File: config.mk
export PLATFORM = sky130hd
export DESIGN_NAME = ram_arb_ctrl
export DESIGN_NICKNAME = d
export VERILOG_FILES = /design/src/rtl/ram_arb_pkg.sv /design/src/rtl/ram_arb_pick.sv /design/src/rtl/ram_arb_ctrl.sv
export SDC_FILE = /design/constraint.sdc
export NUM_CORES = 1
export LEC_CHECK = 0
export ABC_AREA = 1
export CORE_UTILIZATION = 40
export DETAILED_ROUTE_END_ITERATION = 7
export HOLD_SLACK_MARGIN = 0.05
export PLACE_DENSITY = 0.78
export SETUP_SLACK_MARGIN = 0.02
export SYNTH_ARGS = -nofsm -noshare
export SYNTH_HDL_FRONTEND = slang
export SYNTH_SLANG_ARGS = --single-unit
File: constraint.sdc
create_clock -name CLK -period 2.3 [get_ports CLK]
set_input_delay 0.46 -clock CLK [delete_from_list [all_inputs] [get_ports CLK]]
set_output_delay 0.46 -clock CLK [all_outputs]
set_load 0.005 [all_outputs]
File: src/rtl/ram_arb_pkg.sv
// ram_arb_pkg: shared state encodings and parameter defaults for the RAM arbiter.
package ram_arb_pkg;

   localparam int DEF_DATA_W = 8;
   localparam int DEF_ADDR_W = 1;
   localparam int DEF_RD_LAT = 1;

   typedef enum logic [1:0] {
      IDLE  = 2'd0,
      ISSUE = 2'd1,
      WAIT  = 2'd2,
      RESP  = 2'd3
   } state_t;

endpackage

File: src/rtl/ram_arb_pick.sv
// ram_arb_pick: combinational winner selection between two requesters.
// Build option ARB_ROUND_ROBIN_EN: on a tie the requester other than LAST wins.
// Without it requester 0 always wins ties and LAST is ignored.
module ram_arb_pick (
   input  logic REQ0,
   input  logic REQ1,
   input  logic LAST,
   output logic GNT
);

`ifdef ARB_ROUND_ROBIN_EN
   // Requester 1 wins when alone, or on a tie when requester 0 was served last.
   assign GNT = REQ1 & (~REQ0 | ~LAST);
`else
   logic unused_last;
   assign unused_last = LAST;
   // Requester 1 wins only when requester 0 is idle.
   assign GNT = REQ1 & ~REQ0;
`endif

endmodule

File: src/rtl/ram_arb_ctrl.sv
// ram_arb_ctrl: two-requester arbiter and sequencer for the synchronous RAM.
// One command cycle (ISSUE), RD_LAT-1 WAIT cycles for reads, then a one-cycle ACK (RESP).
// Build option ARB_ROUND_ROBIN_EN: round-robin tie breaking with a LAST register;
// the default build uses fixed priority (requester 0) and has no LAST register.
module ram_arb_ctrl
   import ram_arb_pkg::*;
#(
   parameter int DATA_W = DEF_DATA_W,
   parameter int ADDR_W = DEF_ADDR_W,
   parameter int RD_LAT = DEF_RD_LAT
)(
   input  logic              CLK,
   input  logic              CLR,
   input  logic              REQ0,
   input  logic              REQ1,
   input  logic              R_W0,
   input  logic              R_W1,
   input  logic [ADDR_W-1:0] ADDR0,
   input  logic [ADDR_W-1:0] ADDR1,
   input  logic [DATA_W-1:0] DIN0,
   input  logic [DATA_W-1:0] DIN1,
   output logic              ACK0,
   output logic              ACK1,
   output logic [DATA_W-1:0] DOUT,
   output logic              BUSY,
   output logic              RAM_EN,
   output logic              RAM_R_W,
   output logic [ADDR_W-1:0] RAM_ADDR,
   output logic [DATA_W-1:0] RAM_DIN,
   input  logic [DATA_W-1:0] RAM_DOUT
);

   // WAIT lasts RD_LAT-1 cycles; the counter is loaded with one less than that.
   localparam int CNT_W = 2;
   localparam logic [CNT_W-1:0] WAIT_LOAD = CNT_W'((RD_LAT > 1) ? RD_LAT - 2 : 0);

   state_t            state;
   logic [CNT_W-1:0]  wcnt;
   logic              win;
   logic              rw_q;
   logic              gnt;
   logic              last;
   logic              sel_rw;
   logic [ADDR_W-1:0] sel_addr;
   logic [DATA_W-1:0] sel_din;

`ifdef ARB_ROUND_ROBIN_EN
   logic last_q;
   assign last = last_q;

   // Remember the most recent winner so ties alternate.
   always_ff @(posedge CLK or posedge CLR) begin
      if (CLR)
         last_q <= 1'b1;
      else if (state == IDLE && (REQ0 || REQ1))
         last_q <= gnt;
   end
`else
   assign last = 1'b1;
`endif

   ram_arb_pick u_pick (
      .REQ0 (REQ0),
      .REQ1 (REQ1),
      .LAST (last),
      .GNT  (gnt)
   );

   assign sel_rw   = gnt ? R_W1  : R_W0;
   assign sel_addr = gnt ? ADDR1 : ADDR0;
   assign sel_din  = gnt ? DIN1  : DIN0;

   // Transaction sequencer; every output is registered and follows the state it enters.
   always_ff @(posedge CLK or posedge CLR) begin
      if (CLR) begin
         state    <= IDLE;
         wcnt     <= '0;
         win      <= 1'b0;
         rw_q     <= 1'b0;
         ACK0     <= 1'b0;
         ACK1     <= 1'b0;
         DOUT     <= '0;
         BUSY     <= 1'b0;
         RAM_EN   <= 1'b0;
         RAM_R_W  <= 1'b0;
         RAM_ADDR <= '0;
         RAM_DIN  <= '0;
      end else begin
         case (state)
            IDLE: begin
               if (REQ0 || REQ1) begin
                  state    <= ISSUE;
                  win      <= gnt;
                  rw_q     <= sel_rw;
                  BUSY     <= 1'b1;
                  RAM_EN   <= 1'b1;
                  RAM_R_W  <= sel_rw;
                  RAM_ADDR <= sel_addr;
                  RAM_DIN  <= sel_din;
               end
            end
            ISSUE: begin
               RAM_EN  <= 1'b0;
               RAM_R_W <= 1'b0;
               if (rw_q || RD_LAT == 1) begin
                  state    <= RESP;
                  ACK0     <= ~win;
                  ACK1     <= win;
                  RAM_ADDR <= '0;
                  RAM_DIN  <= '0;
                  if (!rw_q)
                     DOUT <= RAM_DOUT;
               end else begin
                  state <= WAIT;
                  wcnt  <= WAIT_LOAD;
               end
            end
            WAIT: begin
               if (wcnt == '0) begin
                  state    <= RESP;
                  ACK0     <= ~win;
                  ACK1     <= win;
                  DOUT     <= RAM_DOUT;
                  RAM_ADDR <= '0;
                  RAM_DIN  <= '0;
               end else begin
                  wcnt <= wcnt - 1'b1;
               end
            end
            RESP: begin
               state <= IDLE;
               ACK0  <= 1'b0;
               ACK1  <= 1'b0;
               BUSY  <= 1'b0;
            end
         endcase
      end
   end

endmodule

# --- Yosys cells after proc, flatten, opt, wreduce, memory -nomap -nowiden ---
# Cells that the tools add are included.
word_totals:
  ff_bits: 28
  output_inout_bits: 22
  elab_cells: 63
op_classes:
  add_sub_neg: 1
  eq_ne: 6
  muxes: 24
  n_bitwise: 4
  n_reduce_logical: 16
ops:
  columns: ["cell", "n"]
  rows:
  - ["two-way mux 8 bit", 5]
  - ["one-hot mux 8 bit (3 select lines)", 1]
  - ["one-hot mux 8 bit (2 select lines)", 1]
  - ["AND reduction 2 bit", 6]
  - ["one-hot mux 1 bit (3 select lines)", 3]
  - ["two-way mux 1 bit", 8]
  - ["one-hot mux 2 bit (4 select lines)", 1]
  - ["inequality test 2 bit (second input constant)", 3]
  - ["one-hot mux 1 bit (2 select lines)", 3]
  - ["AND reduction 3 bit", 2]
  - ["nonzero test 2 bit", 3]
  - ["nonzero test 3 bit", 2]
  - ["equality test 2 bit (second input constant)", 2]
  - ["zero test 2 bit", 2]
  - ["two-way mux 2 bit", 2]
  - ["inverter 1 bit", 3]
  - ["equality test 2 x 1 -> 1 bit (second input constant)", 1]
  - ["subtractor 2 x 1 -> 2 bit (second input constant)", 1]
  - ["bitwise AND 1 bit", 1]
  - ["logical OR 1 bit", 1]

# --- Depth between registers and ports, before layout ---
# Gate-level depths: netlist of the first run.
logic_depth:
  ltp_word: 5
  ltp_mapped: 8

# --- By module ---
# From an unflattened synthesis of the first run, not the netlist that was laid out.
hier_totals:
  cells_unflattened: 177
  area_unflattened_um2: 1520.2
modules_own_cells:
  columns: ["mod", "instances", "cells_each", "area_per_inst_um2", "seq_area_each_um2"]
  rows:
  - ["ram_arb_ctrl", 1, 175, 1510.2, 700.7]
  - ["ram_arb_pick", 1, 2, 10.0, 0.0]

# --- Worst setup path after synthesis of the first run ---
# Ideal clock, no wire load.
synth_path:
  path_type: "register to register"
  from: "register state[0]"
  to: "register RAM_DIN[0]"
  arrival_ns: 1.289
  required_time_ns: 2.226
  slack_ns: 0.937
  stages_incl_launch_ff: 7
  path_buffers: 1
  path_cell_list: "dfrtp_1 > inv_1 > ha_1 > inv_1 > clkbuf_1 > nand3_1 > o21ai_2"
synth_via:
  elab_chain_len: 3
  word_cells_on_any_way: 8
  classes_between: "eq/ne (4); mux (1); reduce/logical (3)"
synth_lines:
  columns: ["item", "line", "rtl"]
  rows:
  - ["start, declared", "ram_arb_ctrl.sv:37", "state_t state;"]
  - ["start signal, assigned", "ram_arb_ctrl.sv:76", "state <= IDLE;"]
  - ["start signal, assigned", "ram_arb_ctrl.sv:92", "state <= ISSUE;"]
  - ["start signal, assigned", "ram_arb_ctrl.sv:106", "state <= RESP;"]
  - ["equality test 2 bit (tied with other cells)", "ram_arb_ctrl.sv:89", "case (state)"]
  - ["inequality test 2 bit (no source line) / nonzero test 3 bit (equally long branches)", null, null]
  - ["AND reduction 3 bit (no source line)", null, null]
  - ["end signal, assigned", "ram_arb_ctrl.sv:99", "RAM_DIN <= sel_din;"]
  - ["end, declared", "ram_arb_ctrl.sv:29", "output logic [DATA_W-1:0] RAM_DIN,"]
# Several ways; a longest one is shown, not always the timed one.
# A chain may end at the register's enable or synchronous reset.

# --- Final worst setup path of the first run ---
layout_path:
  from: "register RAM_DIN[7]"
  to: "output port RAM_DIN[7]"
# No word-level cell between the ends.

==> reports/results.tsv, run 1 <==
stage	metric	value	unit
run_status	status	finished clean	
yosys	post-synthesis simple-gate area fraction	23.2	%
placement	number of port buffers	53	
clock_network	CTS root buf	clkbuf_4	
yosys	Synth Area in XOR/XNOR	0.605	%
global_routing	GRT Total Usage	16.5	%
route	Post-route DRC	0	
power_and_ir_drop	PD cells	1140	nW/um^2
die	die area	3860	um^2
yosys	Mapped Nets	219	
worst_setup_path	slowest stage delay, CP	0.50	ns
power_and_ir_drop	leakage	1.04	nW
sta	setup_tns	0	ns
global_routing	initial antenna violation count	0	
global_routing	GR Util met1	21.3	%
worst_setup_path	CP Launch Type	register	
power_and_ir_drop	VDD IR max	590	uV
route	routed vias	1248	
global_routing	routing usage on met2	27.6	%
sta	measured slew at the worst slew-check pin	0.436	ns
clock_network	cts hold-fix bufs	0	
final_layout	Layout Area Growth over Synthesis	41.9	%
yosys	synthesized area per cell	8.00	um^2
die	Starting Density	42.7	%
final_layout	Antenna Cells	0	
global_routing	grt ovf	0	
route	Initial DRT Pass Iterations	4	
route	Avg WL per Cell	10.6	um
final_layout	# nets final	272	
worst_setup_path	WP buf/inv	1	
worst_hold_path	worst hold path type	in2async	
sta	RSZ-0062 raised after global routing	false	
clock_network	Longest Clk Path Bufs	2	
yosys	post-synthesis compound-gate area fraction	9.94	%
route	Routed WL	2950	um
sta	Slew HR	70.8	%
die	die height	62.2	um
sta	Slew Viols, Final	0	
placement	GP Congestion	0.783	
worst_setup_path	FF-to-FF path depth	7	
yosys	Unique masters post-synth	19	
die	Rows	21	
global_routing	vias in the first global route	1144	
worst_setup_path	crit path from	RAM_DIN[7]	
sta	Clock Skew	0.00208	ns
clock_network	CTS tree	built	
die	Boundary Pins	54	
worst_setup_path	worst path required time	1.84	ns
clock_network	total clock buffers created by CTS	3	
yosys	mapped cell area	1450	um^2
route	antenna-violating nets left	0	
clock_network	level count of the clock H-tree	1	
placement	dpl cells	275	
final_layout	share of layout cells above drive strength 1	4.29	%
worst_setup_path	crit-path cells	clkdlybuf4s50_1	
die	die extent in x	62.2	um
sta	count of final setup violators	0	
sta	max frequency	592	MHz
route	drt initial violations	61	
sta	post-route minimum period	1.69	ns
clock_network	post-CTS resize count	0	
worst_setup_path	Crit. End Element	primary output	
yosys	mux contribution to synthesized area	0	%
worst_setup_path	Critical-path top delay cell	clkdlybuf4s50_1	
die	Core Region	3390	um^2
final_layout	final instance count without filler cells	279	
clock_network	CTS sink cnt	28	
worst_setup_path	setup slack, reg-to-reg	0.63	ns
yosys	Synth Register Bits	28	
yosys	Seq/Total Area, Yosys	48.4	%
yosys	Synth Instances	181	
worst_setup_path	reg2reg end	RAM_DIN[4]	
worst_setup_path	crit-path max FO	2	
clock_network	CTS clock-pin slew for the worst setup and hold paths	0.15	ns
final_layout	most frequent cells in the layout	clkdlybuf4s50_1 (53), nand2_1 (44), inv_1 (38), dfrtp_1 (28), nand3_1 (21)	
global_routing	first-pass GRT wire length	5090	um
worst_setup_path	critical path type	reg2out	
global_routing	GRT busiest layer	met2	
clock_network	worst-skew pair later-pin latency	0.33	ns
yosys	largest family of logic cells by synthesized area	simple AND/OR/NAND/NOR gates	
global_routing	met3 Usage GRT	2.94	%
final_layout	commonest non-fill, non-tap cell in the layout	clkdlybuf4s50_1	
global_routing	largest net degree at the start of global routing	29	
route	routed vias/inst	4.47	
yosys	Post-Synth Adder-Cell Area	5.19	%
sta	fin crit share	73.5	%
worst_setup_path	Top Family by Delay on Critical Path	buffers and inverters	
sta	Hold Fails Final Rpt	0	
run	max cap viols	0	
yosys	yosys warns	0	
placement	dpl hpwl	2160	um
worst_setup_path	worst reg2reg path startpoint	state[0]	
clock_network	Setup Buffers After CTS	0	
worst_setup_path	Critical Path AT	1.23	ns
## per-stage QoR
step	area, um^2	hold slack, ns	utilization [%]	worst slack (ns)	total power, W
after floorplan	1450	0.449	-	0.937	0.00157
after CTS	2050	0.486	60.6	0.605	0.00235
final	2050	0.465	60.6	0.610	0.00234
after global placement	2000	0.468	59.1	0.401	0.00200
after detailed placement	2000	0.472	59.1	0.366	0.00203
after global routing	2050	0.478	60.6	0.524	0.00255
## synth_stat cells
cell,number,area share (%)
a21oi_1,1,0.35
buf_2,3,1.0
inv_1,38,9.9
buf_6,2,1.6
dfrtp_1,28,48
nand3_4,1,1.2
nor2_1,3,0.78
xor2_1,1,0.61
nand3_2,1,0.69
or2_1,1,0.43
o21ai_0,9,3.1
clkbuf_1,1,0.26
nand2_2,2,0.86
nand3_1,21,7.3
o21ai_2,1,0.61
nand3b_1,1,0.52
nand2_1,44,11
o21ai_1,17,5.9
ha_1,6,5.2
## worst max path at each step
stage	to	slack [ns]	cells past startpoint
6_report	RAM_DIN[7]	0.61	1
5_1_grt	RAM_DIN[1]	0.52	7
4_1_cts	RAM_DIN[6]	0.60	1
3_5_place_dp	RAM_R_W	0.37	6
3_3_place_gp	RAM_DIN[0]	0.40	6
2_1_floorplan	RAM_DIN[0]	0.94	6
## cell type report
type / count / area (um^2)
clock inverters: 1 / 30.0
repair buffers: 54 / 538
flip-flops and latches: 28 / 701
fillers: 304 / 1340
clock buffers: 3 / 22.5
well taps: 46 / 57.6
multi-input cells: 109 / 563
inverters: 38 / 143
## power by group
part / leakage, nW / total [W] / internal [W] / switching, W
Sequential: 0.353 / 0.000828 / 0.000707 / 0.000122
Combinational: 0.656 / 0.00119 / 0.000592 / 0.000596
Clock: 0.0279 / 0.000326 / 0.000176 / 0.000150
## logic make-up after synthesis
kind of cell	after synthesis
DFF	28
AOI/OAI and AO/OA	28
xor gates and xnor gates	1
and+or+nand+nor	74
adders and majority gates	6
buffers and inverters	44
## sequential cells by signal, summed over array words and instances (netlist names)
signal    flops
RAM_R_W       1
state         2
RAM_ADDR      1
RAM_DIN       8
rw_q          1
RAM_EN        1
ACK1          1
ACK0          1
win           1
DOUT          8
BUSY          1
wcnt          2
## worst register-to-register path, stage by stage, from the launching register on
cell and delay, ns:
dfrtp_1 0.45, inv_1 0.10, ha_1 0.31, inv_1 0.28
nand2_2 0.11, nand3_4 0.21, nand2_1 0.07, o21ai_1 0.08
## metal layers
| metal | up-vias | part of all wire, % |
|---|---|---|
| met5 | - | 0 |
| met4 | 0 | 1.4 |
| met3 | 5 | 5.5 |
| met2 | 40 | 46 |
| met1 | 540 | 47 |
| li1 | 663 | - |
No activity file was read; power rests on OpenSTA's default activity.
==> run 2, diff against run 1 <==
==> constraint.sdc (replaced) <==
create_clock -name CLK -period 1.65 [get_ports CLK]
set_input_delay 0.33 -clock CLK [delete_from_list [all_inputs] [get_ports CLK]]
set_output_delay 0.33 -clock CLK [all_outputs]
set_load 0.005 [all_outputs]
==> run 2 against run 1 <==
Compared with the run above: count of clock-buffer cells in the layout unchanged; worst setup slack got worse by 0.52 ns; utilization increased by 1.1 points; critical endpoint is now RAM_DIN[1]; global-route usage decreased by 0.079 points; critical path depth unchanged; routed wire length decreased by 0.14%; clock skew increased by 0.0028 ns; power increased by 42%; highest routed layer unchanged; sequential power increased by 39%; register-to-register slack got worse by 0.46 ns.
==> reports/results.tsv, run 2 (same netlist as run 1, synthesis figures left out) <==
stage	metric	value	unit
clock_network	CTS tree	built	
worst_setup_path	worst reg2reg path startpoint	state[0]	
clock_network	level count of the clock H-tree	1	
route	drt initial violations	43	
worst_setup_path	Critical-path top delay cell	clkdlybuf4s50_1	
die	die height	62.2	um
final_layout	commonest non-fill, non-tap cell in the layout	clkdlybuf4s50_1	
global_routing	largest net degree at the start of global routing	29	
clock_network	CTS root buf	clkbuf_4	
global_routing	initial antenna violation count	0	
sta	fin crit share	94.5	%
final_layout	Layout Area Growth over Synthesis	44.5	%
final_layout	# nets final	276	
placement	number of port buffers	53	
route	Routed WL	2940	um
placement	dpl hpwl	2200	um
sta	Hold Fails Final Rpt	0	
worst_setup_path	crit-path cells	clkdlybuf4s50_1	
clock_network	Setup Buffers After CTS	0	
power_and_ir_drop	power after layout	0.00333	W
die	Core Region	3390	um^2
power_and_ir_drop	VDD IR max	801	uV
power_and_ir_drop	PD cells	1590	nW/um^2
route	antenna-violating nets left	0	
run_status	status	finished clean	
final_layout	most frequent cells in the layout	clkdlybuf4s50_1 (53), nand2_1 (44), inv_1 (38), dfrtp_1 (28), nand3_1 (21)	
placement	GP Congestion	0.736	
sta	max frequency	641	MHz
run	max cap viols	0	
final_layout	biggest regs	DOUT x8, RAM_DIN x8	
die	die extent in x	62.2	um
clock_network	Longest Clk Path Bufs	2	
sta	measured slew at the worst slew-check pin	0.368	ns
route	Initial DRT Pass Iterations	4	
sta	RSZ-0062 raised after global routing	false	
die	Starting Density	42.7	%
worst_setup_path	Top Family by Delay on Critical Path	buffers and inverters	
clock_network	post-CTS resize count	0	
die	Rows	21	
route	routed vias	1262	
clock_network	cts hold-fix bufs	0	
worst_setup_path	critical path type	reg2out	
sta	Slew Viols, Final	0	
global_routing	GRT Total Usage	16.4	%
route	Post-route DRC	0	
worst_setup_path	CP Launch Type	register	
final_layout	Antenna Cells	0	
global_routing	first-pass GRT wire length	4990	um
route	routed vias/inst	4.46	
sta	count of final setup violators	0	
clock_network	worst-skew pair later-pin latency	0.33	ns
final_layout	share of layout cells above drive strength 1	5.91	%
clock_network	CTS sink cnt	28	
global_routing	grt ovf	0	
route	Avg WL per Cell	10.4	um
clock_network	total clock buffers created by CTS	3	
worst_setup_path	WP buf/inv	1	
die	Boundary Pins	54	
die	die area	3860	um^2
power_and_ir_drop	leakage	1.06	nW
worst_setup_path	Crit. End Element	primary output	
worst_setup_path	Critical Path AT	1.23	ns
global_routing	vias in the first global route	1138	
worst_setup_path	crit-path max FO	2	
worst_setup_path	worst path required time	1.32	ns
sta	setup_tns	0	ns
sta	Clock Skew	0.00492	ns
clock_network	CTS clock-pin slew for the worst setup and hold paths	0.15	ns
sta	Slew HR	75.4	%
worst_hold_path	worst hold path type	in2async	
sta	post-route minimum period	1.56	ns
worst_setup_path	crit path from	RAM_DIN[1]	
worst_setup_path	slowest stage delay, CP	0.51	ns
## run 2: cell count changes in the layout (fill, tap and decap cells not counted)
cell | previous run | this run
buf_4 | 1 | 5
nand3_4 | 1 | 2
nand3_2 | 1 | 0
## run 2: layer usage
layer,wire (um),global-route usage [%]
met5,0,0
met3,152,3.86
met4,40,6.10
met2,1370,28.0
met1,1380,20.1
## run 2: per-stage QoR
step,hold WS [ns],setup WS [ns],std cells,util [%],area (um^2)
after floorplan,0.395,0.287,181,-,1450
after global placement,0.468,0.0965,279,59.9,2030
after detailed placement,0.471,0.0459,279,59.9,2030
after CTS,0.358,0.0862,283,61.5,2080
after global routing,0.359,0.0226,283,61.7,2090
final,0.337,0.0899,283,61.7,2090
## run 2: report_power, final
group          switching [W]  total, W  internal, W  leakage [nW]
registers           0.000166   0.00115     0.000985         0.353
logic               0.000853   0.00173     0.000878         0.676
clock network       0.000207  0.000453     0.000246        0.0279
total                0.00123   0.00333      0.00211          1.06
## run 2: cell type report
type | count | area (um^2)
Clock buffer | 3 | 22.5
Clock inverter | 1 | 30.0
Fill cell | 289 | 1300
Inverter | 38 | 143
Multi-Input combinational cell | 109 | 571
Sequential cell | 28 | 701
Tap cell | 46 | 57.6
Timing Repair Buffer | 58 | 568
## run 2: worst paths after layout
path / to / slack, ns / cells after the start
worst max-delay path: RAM_DIN[1] / 0.09 / 1
worst min-delay path: DOUT[0] / 0.34 / 3
worst max register to register: RAM_DIN[2] / 0.17 / 7
worst min register to register: wcnt[1] / 0.51 / 2
max in group asynchronous: BUSY / 1.05 / 3
min in group CLK: wcnt[1] / 0.51 / 2
==> run 3, diff against run 2 <==
--- a/config.mk
+++ b/config.mk
@@ -5,11 +5,11 @@
 export SDC_FILE = /design/constraint.sdc
 export NUM_CORES = 1
 export LEC_CHECK = 0
-export ABC_AREA = 1
+export ABC_AREA = 0
 export CORE_UTILIZATION = 40
 export DETAILED_ROUTE_END_ITERATION = 7
 export HOLD_SLACK_MARGIN = 0.05
-export PLACE_DENSITY = 0.78
+export PLACE_DENSITY = 0.79
 export SETUP_SLACK_MARGIN = 0.02
 export SYNTH_ARGS = -nofsm -noshare
 export SYNTH_HDL_FRONTEND = slang
==> run 3 against run 2 <==
Compared with the run above: utilization increased by 5.2 points; synthesized cell count decreased by 41%; register-to-register slack got worse by 0.14 ns; sequential power about the same; critical path depth increased by 5; sequential share of layout area decreased by 2.1 points; routed wire length increased by 13%.
==> reports/results.tsv, run 3 <==
stage	metric	value	unit
worst_setup_path	Critical Path AT	1.85	ns
power_and_ir_drop	internal power	0.00233	W
sta	Slew Viols, Final	0	
yosys	Post-synth EDFFs	0	
placement	GP Congestion	0.736	
sta	Clock Skew	0.0131	ns
final_layout	register area	701	um^2
power_and_ir_drop	Comb power frac	57.6	%
global_routing	vias in the first global route	1110	
placement	number of port buffers	53	
sta	count of final setup violators	0	
yosys	top cells by count, synth	dfrtp_1 (28), mux2i_1 (10), mux2_1 (9), o2bb2ai_2 (9), o21ai_0 (7)	
yosys	synthesized area per cell	13.1	um^2
die	Core Region	3340	um^2
final_layout	fill count	259	
placement	Placed Area	2060	um^2
global_routing	GRT Total Usage	18.9	%
sta	setup_tns	0	ns
yosys	most area-consuming cells after synthesis	dfrtp_1 (51%), o2bb2ai_2 (9.8%), mux2_1 (7.3%), mux2i_1 (7.2%), ha_1 (5.4%)	
route	Avg WL per Cell	14.6	um
worst_setup_path	critical path type	reg2reg	
global_routing	largest net degree at the start of global routing	29	
yosys	largest family of logic cells by synthesized area	compound AO/OA/AOI/OAI gates	
yosys	share of the synthesized area in the top cell type	50.6	%
placement	dpl hpwl	2560	um
clock_network	level count of the clock H-tree	1	
power_and_ir_drop	VDD IR max	920	uV
sta	measured slew at the worst slew-check pin	0.358	ns
route	drt initial violations	10	
yosys	mapped cell area	1390	um^2
clock_network	CTS root buf	clkbuf_4	
clock_network	worst-skew pair later-pin latency	0.34	ns
route	routed vias	1091	
power_and_ir_drop	register share of total power	32.6	%
global_routing	first-pass GRT wire length	4990	um
sta	Hold Fails Final Rpt	0	
yosys	Post-Synth Adder-Cell Area	5.42	%
worst_hold_path	worst hold path type	in2async	
route	antenna-violating nets left	0	
die	die area	3700	um^2
power_and_ir_drop	leakage	1.02	nW
yosys	Main synth FF type	dfrtp_1	
yosys	post-synthesis compound-gate area fraction	16.8	%
power_and_ir_drop	sw frac	32.8	%
yosys	Seq/Total Area, Yosys	50.6	%
route	Initial DRT Pass Iterations	3	
final_layout	biggest regs	DOUT x8, RAM_DIN x8	
final_layout	Antenna Cells	0	
global_routing	initial antenna violation count	0	
sta	setup ws final	0.0277	ns
yosys	asr flop ratio synth	100	%
run	max cap viols	0	
clock_network	cts hold-fix bufs	0	
sta	Slew HR	76.1	%
power_and_ir_drop	PD cells	1550	nW/um^2
worst_setup_path	Crit. End Element	register	
yosys	Synth area leader	dfrtp_1	
route	Post-route DRC	0	
route	Routed WL	3340	um
die	Boundary Pins	54	
die	Rows	21	
yosys	Unique masters post-synth	25	
final_layout	# nets final	221	
worst_setup_path	worst path required time	1.88	ns
sta	fin crit share	98.3	%
final_layout	cell area after layout	2230	um^2
final_layout	Layout Area Growth over Synthesis	61.2	%
sta	max frequency	616	MHz
power_and_ir_drop	Clock Power Share	9.9	%
yosys	yosys warns	0	
run_status	status	finished clean	
route	routed vias/inst	4.79	
yosys	Synth Register Bits	28	
sta	RSZ-0062 raised after global routing	true	
yosys	Synth Instances	106	
yosys	Mapped Nets	144	
final_layout	Final Util	66.9	%
clock_network	CTS clock-pin slew for the worst setup and hold paths	0.16	ns
final_layout	most frequent cells in the layout	clkdlybuf4s50_1 (52), dfrtp_1 (28), buf_4 (18), mux2i_1 (10), o2bb2ai_2 (9)	
yosys	most frequent cell after synthesis	dfrtp_1	
final_layout	commonest non-fill, non-tap cell in the layout	clkdlybuf4s50_1	
die	die extent in x	60.8	um
power_and_ir_drop	NetSw	0.00114	W
global_routing	grt ovf	0	
power_and_ir_drop	power after layout	0.00347	W
final_layout	Multi-input gate area	666	um^2
final_layout	share of layout cells above drive strength 1	27.5	%
placement	Setup WS pre-CTS	-0.137	ns
clock_network	Longest Clk Path Bufs	2	
worst_setup_path	CP Launch Type	register	
yosys	Synth Area in XOR/XNOR	0.632	%
yosys	post-synthesis simple-gate area fraction	7.50	%
worst_setup_path	crit-path max FO	8	
die	Starting Density	41.5	%
sta	post-route minimum period	1.62	ns
clock_network	CTS tree	built	
clock_network	CTS sink cnt	28	
die	die height	60.8	um
yosys	mux contribution to synthesized area	14.5	%
clock_network	total clock buffers created by CTS	3	
[run 3: changes by cell type after synthesis, sizes merged, moves of 2 or more]
cell,before,now
o21ai,27,7
o41ai,0,2
nand2b,0,3
mux2,0,9
nand3,23,0
mux2i,0,10
or3,0,2
inv,38,6
nand2,46,3
a21oi,1,4
nor2,3,5
nor2b,0,2
o2bb2ai,0,9
[run 3: area by class of cell]
class                   instances  share of cell area (%)
clock buffers                   4                    1.63
inverters                       6                    1.01
multi-input cells              67                    29.8
flip-flops and latches         28                    31.4
well taps                      46                    2.58
repair buffers                 77                    33.6
[run 3: critical path, stage by stage (launching register included)]
cell and delay, ns:
dfrtp_1 0.43, buf_4 0.14, ha_2 0.18, nand2b_4 0.15, a21oi_4 0.17, buf_12 0.14, mux2_1 0.32
[run 3: logic make-up after synthesis]
family | after synthesis
AND/OR/NAND/NOR | 17
flip-flops | 28
multiplexers | 19
adder cells (fa/ha/maj) | 6
buffers and inverters | 11
AO/OA/AOI/OAI | 24
XOR/XNOR | 1
[run 3: metrics by stage]
step	cells	hold WS [ns]
2_1_floorplan	106	0.395
3_3_place_gp	215	0.458
3_5_place_dp	215	0.460
4_1_cts	221	0.355
5_1_grt	228	0.394
6_report	228	0.342
[run 3: path summary, 6_finish.rpt]
path                            startpoint         end  slack (ns)  cells past startpoint
worst min register to register        rw_q        rw_q        0.50                      2
worst min-delay path                   CLR  RAM_DIN[1]        0.34                      3
max in group asynchronous              CLR    state[1]        1.04                      3
worst max register to register    state[0]     DOUT[4]        0.03                      6
worst max-delay path              state[0]     DOUT[4]        0.03                      6
min in group CLK                      rw_q        rw_q        0.50                      2
[run 3: timing repair]
item | 4_1_cts | 5_1_grt
cloned | 0 | 1
endpoints found under the hold margin | 0 | 0
resized for setup | 3 | 13
buffers inserted | 2 | 6
setup endpoints to repair | 18 | 24
pin swaps | 1 | 1
[run 3: routing by layer]
layer / vias up / wire, um / track usage [%]
met4: 0 / 40 / 8.12
met3: 5 / 172 / 2.99
met2: 36 / 1770 / 35.6
met1: 519 / 1360 / 20.8
li1: 531 / - / -
met5: - / 0 / 0
[run 3: power groups by stage]
stage	clock network, W	registers, W	logic (W)
CTS	0.000347	0.00114	0.00181
global route	0.000383	0.00116	0.00216
floorplan	0	0.00116	0.000808
finish	0.000342	0.00113	0.00199
detailed placement	0	0.00115	0.00167
global placement	0	0.00114	0.00158
==> patch 1: new RTL, config.mk and constraints of run 2 <==
Set the package constant `DEF_DATA_W` to 6 (it was 8).
--- a/src/rtl/ram_arb_pkg.sv
+++ b/src/rtl/ram_arb_pkg.sv
@@ -1,7 +1,7 @@
 // ram_arb_pkg: shared state encodings and parameter defaults for the RAM arbiter.
 package ram_arb_pkg;
 
-   localparam int DEF_DATA_W = 8;
+   localparam int DEF_DATA_W = 6;
    localparam int DEF_ADDR_W = 1;
    localparam int DEF_RD_LAT = 1;
 
Ports: changed (5 resized); port bits go from 54 to 44. The function was not compared with the original's and may differ.
==> patch 1 against run 2 <==
The run now ends with DRC left; via count is 12% lower; sequential cell count down 4; fmax is 1.4% higher; cell count down 18%; die area fell by 15%; register-to-register slack got worse by 40 ps; first-iteration DRC count decreased by 26%; routed wire length decreased by 8.3%; area after synthesis fell by 15%; power is 21% lower; sequential power is 13% lower; setup slack gained 22 ps; design area down 17%; critical endpoint is now RAM_DIN[3]; largest power group unchanged; highest routed layer unchanged.
==> patch 1: results (changes against run 2) <==
REG2REG_SLACK_PS=130  # -40 ps
RATIO_OF_CELLS_WITH_DRIVE_ABOVE_1_IN_THE_FINAL_LAYOUT_PCT=6.00  # +0.093 points
REG2REG_DEPTH=6  # -1
PLACE_CONGESTION=0.766  # +4.1%
HPWLAFTERDP_UM=2110  # -4.2%
GLOBAL_ROUTE_WIRE_LENGTH_BEFORE_REPAIR_UM=4700  # -5.8%
CRIT-REG2REG-CAPTURE='RAM_DIN[3]$_DFFE_PP0P_'
TOP_REGS='DOUT: 6 flops, RAM_DIN: 6 flops'
SYNTH_TOP_AREA_SHARE_PCT=49.0  # +0.63 points
GRT_START_MAX_NET_PINS=25  # -14%
CLK_TRANSITION_REPORTED_PATHS_PS=130  # -20 ps
DRTITER0DRC=32  # -26%
POST_SYNTH.CELL_AREA_AVG_UM2=7.95  # -0.55%
POST-ROUTE-DRC-COUNT=4  # +4
FIN_HOLD_WS_PS=349  # +12.0 ps
NUMBER_OF_VIAS_PER_CELL_AFTER_DETAILED_ROUTING=4.83  # +8.3%
RUN_STATUS='finished with violations'
WL_PER_CELL_UM=11.7  # +12%
SYNTHESIZED_NET_COUNT=186  # -15%
POST-ROUTE-PERIOD-UTIL_PCT=93.2  # -1.3 points
SYNTH_TOP_CELLS_BY_COUNT='sky130_fd_sc_hd__nand2_1 (38), sky130_fd_sc_hd__inv_1 (30), sky130_fd_sc_hd__dfrtp_1 (24)'
WORST_SLACK_AT_PLACEMENT_PS=52.0  # +6.12 ps
PWR-SHARE-COMB_PCT=52.8  # +0.9 points
FIN_NETS=234  # -15%
SLEW_HEADROOM_PCT=80.0  # +4.6 points
GLOBAL_ROUTE.USAGE.TOTAL_PCT=18.2  # +1.8 points
WORSTPATHARRIVAL_PS=1210  # -20 ps
WORST_CASE_VDD_IR_DROP_V=0.000785  # -1.9%
DRT_PASS1_ITERATIONS=8  # +4
CLK_LATENCY_PS=310  # -20 ps
PORTBUFFERS=43  # -19%
P_SW_mW=1.02  # -16%
WORST_CLOCK_SKEW_PS=3.78  # -1.14 ps
NETLIST_TOP_CELLS_AREA='sky130_fd_sc_hd__dfrtp_1 (49%), sky130_fd_sc_hd__nand2_1 (12%), sky130_fd_sc_hd__inv_1 (9.2%)'
POWER_COMBINATIONAL_mW=1.39  # -20%
FAILED_CHECKS='DRC'
DPL_CELL_AREA_UM2=1700  # -17%
CRITPATHLAUNCH='RAM_DIN[3]$_DFFE_PP0P_'
POWER.SEQUENTIAL.TOTAL_mW=0.997  # -13%
SYNTH.YOSYS.SEQ_AREA_SHARE_PCT=49.0  # +0.63 points
[patch 1: timing repair]
item                                   in CTS  in global routing
endpoints found under the hold margin       0                  0
resized for setup                           0                  2
setup endpoints to repair                   0                 13
[patch 1: layer usage]
layer / global-route usage [%] / share of wire (%)
met5: 0 / 0
met4: 4.18 / 0.44
met3: 2.04 / 4.1
met2: 34.9 / 52
met1: 21.5 / 44
[patch 1: logic make-up after synthesis]
| logic type | after synthesis | synth area share, % |
|---|---|---|
| buf+inv | 35 | 11.4 |
| flops | 24 | 49.0 |
| xor+xnor | 1 | 0.715 |
| compound gates | 24 | 9.81 |
| simple gates | 64 | 22.9 |
| fa+ha+maj | 6 | 6.13 |
[patch 1: layout make-up]
cell class / instances / area (um^2)
repair buffers: 46 / 453
well taps: 31 / 38.8
inverters: 32 / 120
multi-input cells: 95 / 497
flip-flops and latches: 24 / 601
fillers: 252 / 1100
clock buffers: 3 / 22.5
==> patch 2: new RTL, config.mk and constraints of run 2 <==
Without the edit above. Re-encode `state_t` (4 states) as Gray code, 2 bits wide.
--- a/src/rtl/ram_arb_pkg.sv
+++ b/src/rtl/ram_arb_pkg.sv
@@ -6,10 +6,10 @@
    localparam int DEF_RD_LAT = 1;
 
    typedef enum logic [1:0] {
-      IDLE  = 2'd0,
-      ISSUE = 2'd1,
-      WAIT  = 2'd2,
-      RESP  = 2'd3
+      IDLE  = 2'b00,
+      ISSUE = 2'b01,
+      WAIT  = 2'b11,
+      RESP  = 2'b10
    } state_t;
 
 endpackage
Function: no difference found for any inputs over 10 cycles, from zero or initial values; not proved beyond that.
==> patch 2 against run 2 <==
Sequential cell count is the same; design area shrank 4.4%; fmax decreased by 0.22%; die area decreased by 5.3%; power down 9.3%; area after synthesis down 5.4%; routed wire length grew 0.54%; setup slack worse by 3.5 ps; sequential share of layout area increased by 1.6 points; critical path depth did not move; critical path type unchanged; largest power group unchanged.
==> patch 2: results (changes against run 2) <==
DRT-MET1-WL_UM=1330  # -3.8%
SYNTHESIZED_NET_COUNT=195  # -11%
SYNTH.YOSYS.SEQ_AREA_SHARE_PCT=51.2  # +2.8 points
SLEW_HEADROOM_PCT=63.0  # -12 points
DPL_CELL_AREA_UM2=1940  # -4.3%
CRIT-REG2REG-CAPTURE='ACK1$_DFFE_PP0P_'
WORST_CLOCK_SKEW_PS=8.89  # +3.98 ps
WL_PER_CELL_UM=11.3  # +8.6%
P_LEAK_nW=0.996  # -5.8%
MET2WIRELENGTH_UM=1340  # -2.0%
P_SEQ_SHARE_PCT=40.2  # +5.7 points
RUN_STATUS='completed'
GLOBAL_ROUTE.USAGE.TOTAL_PCT=17.7  # +1.3 points
POWER.SEQUENTIAL.TOTAL_mW=1.22  # +6%
YS_ASYNC_SR_FRACTION_PCT=100  # unchanged
GROUTE.LAYER.MET3.USAGE_PCT=3.84  # -0.022 points
SYNTH_TOP_CELLS_BY_COUNT='sky130_fd_sc_hd__nand2_1 (55), sky130_fd_sc_hd__dfrtp_1 (28), sky130_fd_sc_hd__nand3_1 (22)'
MET3_LENGTH_UM=270  # +78%
SYNTHADDERAREAFRAC_PCT=0.914  # -4.3 points
HPWLAFTERDP_UM=2230  # +1.3%
DRTITER0DRC=41  # -4.7%
REG2REG_SLACK_PS=340  # +170 ps
NETLIST_TOP_CELLS_AREA='sky130_fd_sc_hd__dfrtp_1 (51%), sky130_fd_sc_hd__nand2_1 (15%), sky130_fd_sc_hd__nand3_1 (8.0%)'
FIRST_GLOBAL_VIAS=1144  # +0.53%
SW_FRAC_OF_TOTAL_PCT=34.6  # -2.1 points
ROUTE.VIAS.TOTAL=1219  # -3.4%
GRT_UTIL_MET1_PCT=23.3  # +3.2 points
FIN_NETS=252  # -8.7%
GLOBAL_ROUTE_WIRE_LENGTH_BEFORE_REPAIR_UM=4860  # -2.6%
PLACE_CONGESTION=0.846  # +15%
REG2REG_DEPTH=4  # -3
RATIO_OF_CELLS_WITH_DRIVE_ABOVE_1_IN_THE_FINAL_LAYOUT_PCT=9.17  # +3.3 points
WORST_CASE_VDD_IR_DROP_V=0.000649  # -19%
POST_SYNTH_XOR_AREA_FRACTION_PCT=0.640  # +0.035 points
WORSTPATHARRIVAL_PS=1230  # about the same
SYNTH-COMPOUND-AREA-SHARE_PCT=1.10  # -8.8 points
GLOBALROUTEMET2UTIL_PCT=28.9  # +0.86 points
TOPROUTINGLAYERUSED='met4'
==> patch 2: cell count changes in the layout (fill, tap and decap cells not counted), sizes merged, moves of 5 or more <==
cell    delta
inv       -19
o21ai     -24
nand2     +15
ha         -5
nand4      +8
nand3b     +8
==> patch 2: logic make-up after synthesis <==
family / after synthesis
AND/OR/NAND/NOR: 104
flip-flops: 28
buffers and inverters: 25
AO/OA/AOI/OAI: 3
XOR/XNOR: 1
adder cells (fa/ha/maj): 1
==> patch 2: how the worst max path moves through the flow <==
| stage | start | cells after the start | to | slack, ps |
|---|---|---|---|---|
| after floorplan | wcnt[0]$_DFFE_PP0N_ | 8 | ACK1$_DFFE_PP0P_ | 530 |
| after global placement | REQ1 | 5 | RAM_DIN[6]$_DFFE_PP0P_ | 150 |
| after detailed placement | REQ1 | 5 | RAM_R_W$_DFFE_PP0P_ | 160 |
| after CTS | RAM_R_W$_DFFE_PP0P_ | 1 | RAM_R_W | 70 |
| after global routing | RAM_DIN[7]$_DFFE_PP0P_ | 1 | RAM_DIN[7] | 30 |
| final | RAM_DIN[0]$_DFFE_PP0P_ | 1 | RAM_DIN[0] | 90 |
==> patch 2: metrics by stage <==
step	instances	setup slack (ps)	hold WS [ps]
final	262	86.4	341
after global routing	262	26.1	355
after CTS	262	71.9	345
after detailed placement	258	161	458
after global placement	258	150	453
after floorplan	162	525	395
==> patch 2: cell type report <==
| class | instances | area [um^2] |
|---|---|---|
| Multi-Input combinational cell | 109 | 549 |
| Tap cell | 44 | 55.1 |
| Clock inverter | 1 | 30.0 |
| Sequential cell | 28 | 701 |
| Clock buffer | 3 | 22.5 |
| Inverter | 19 | 71.3 |
| Timing Repair Buffer | 58 | 571 |
| Fill cell | 292 | 1150 |
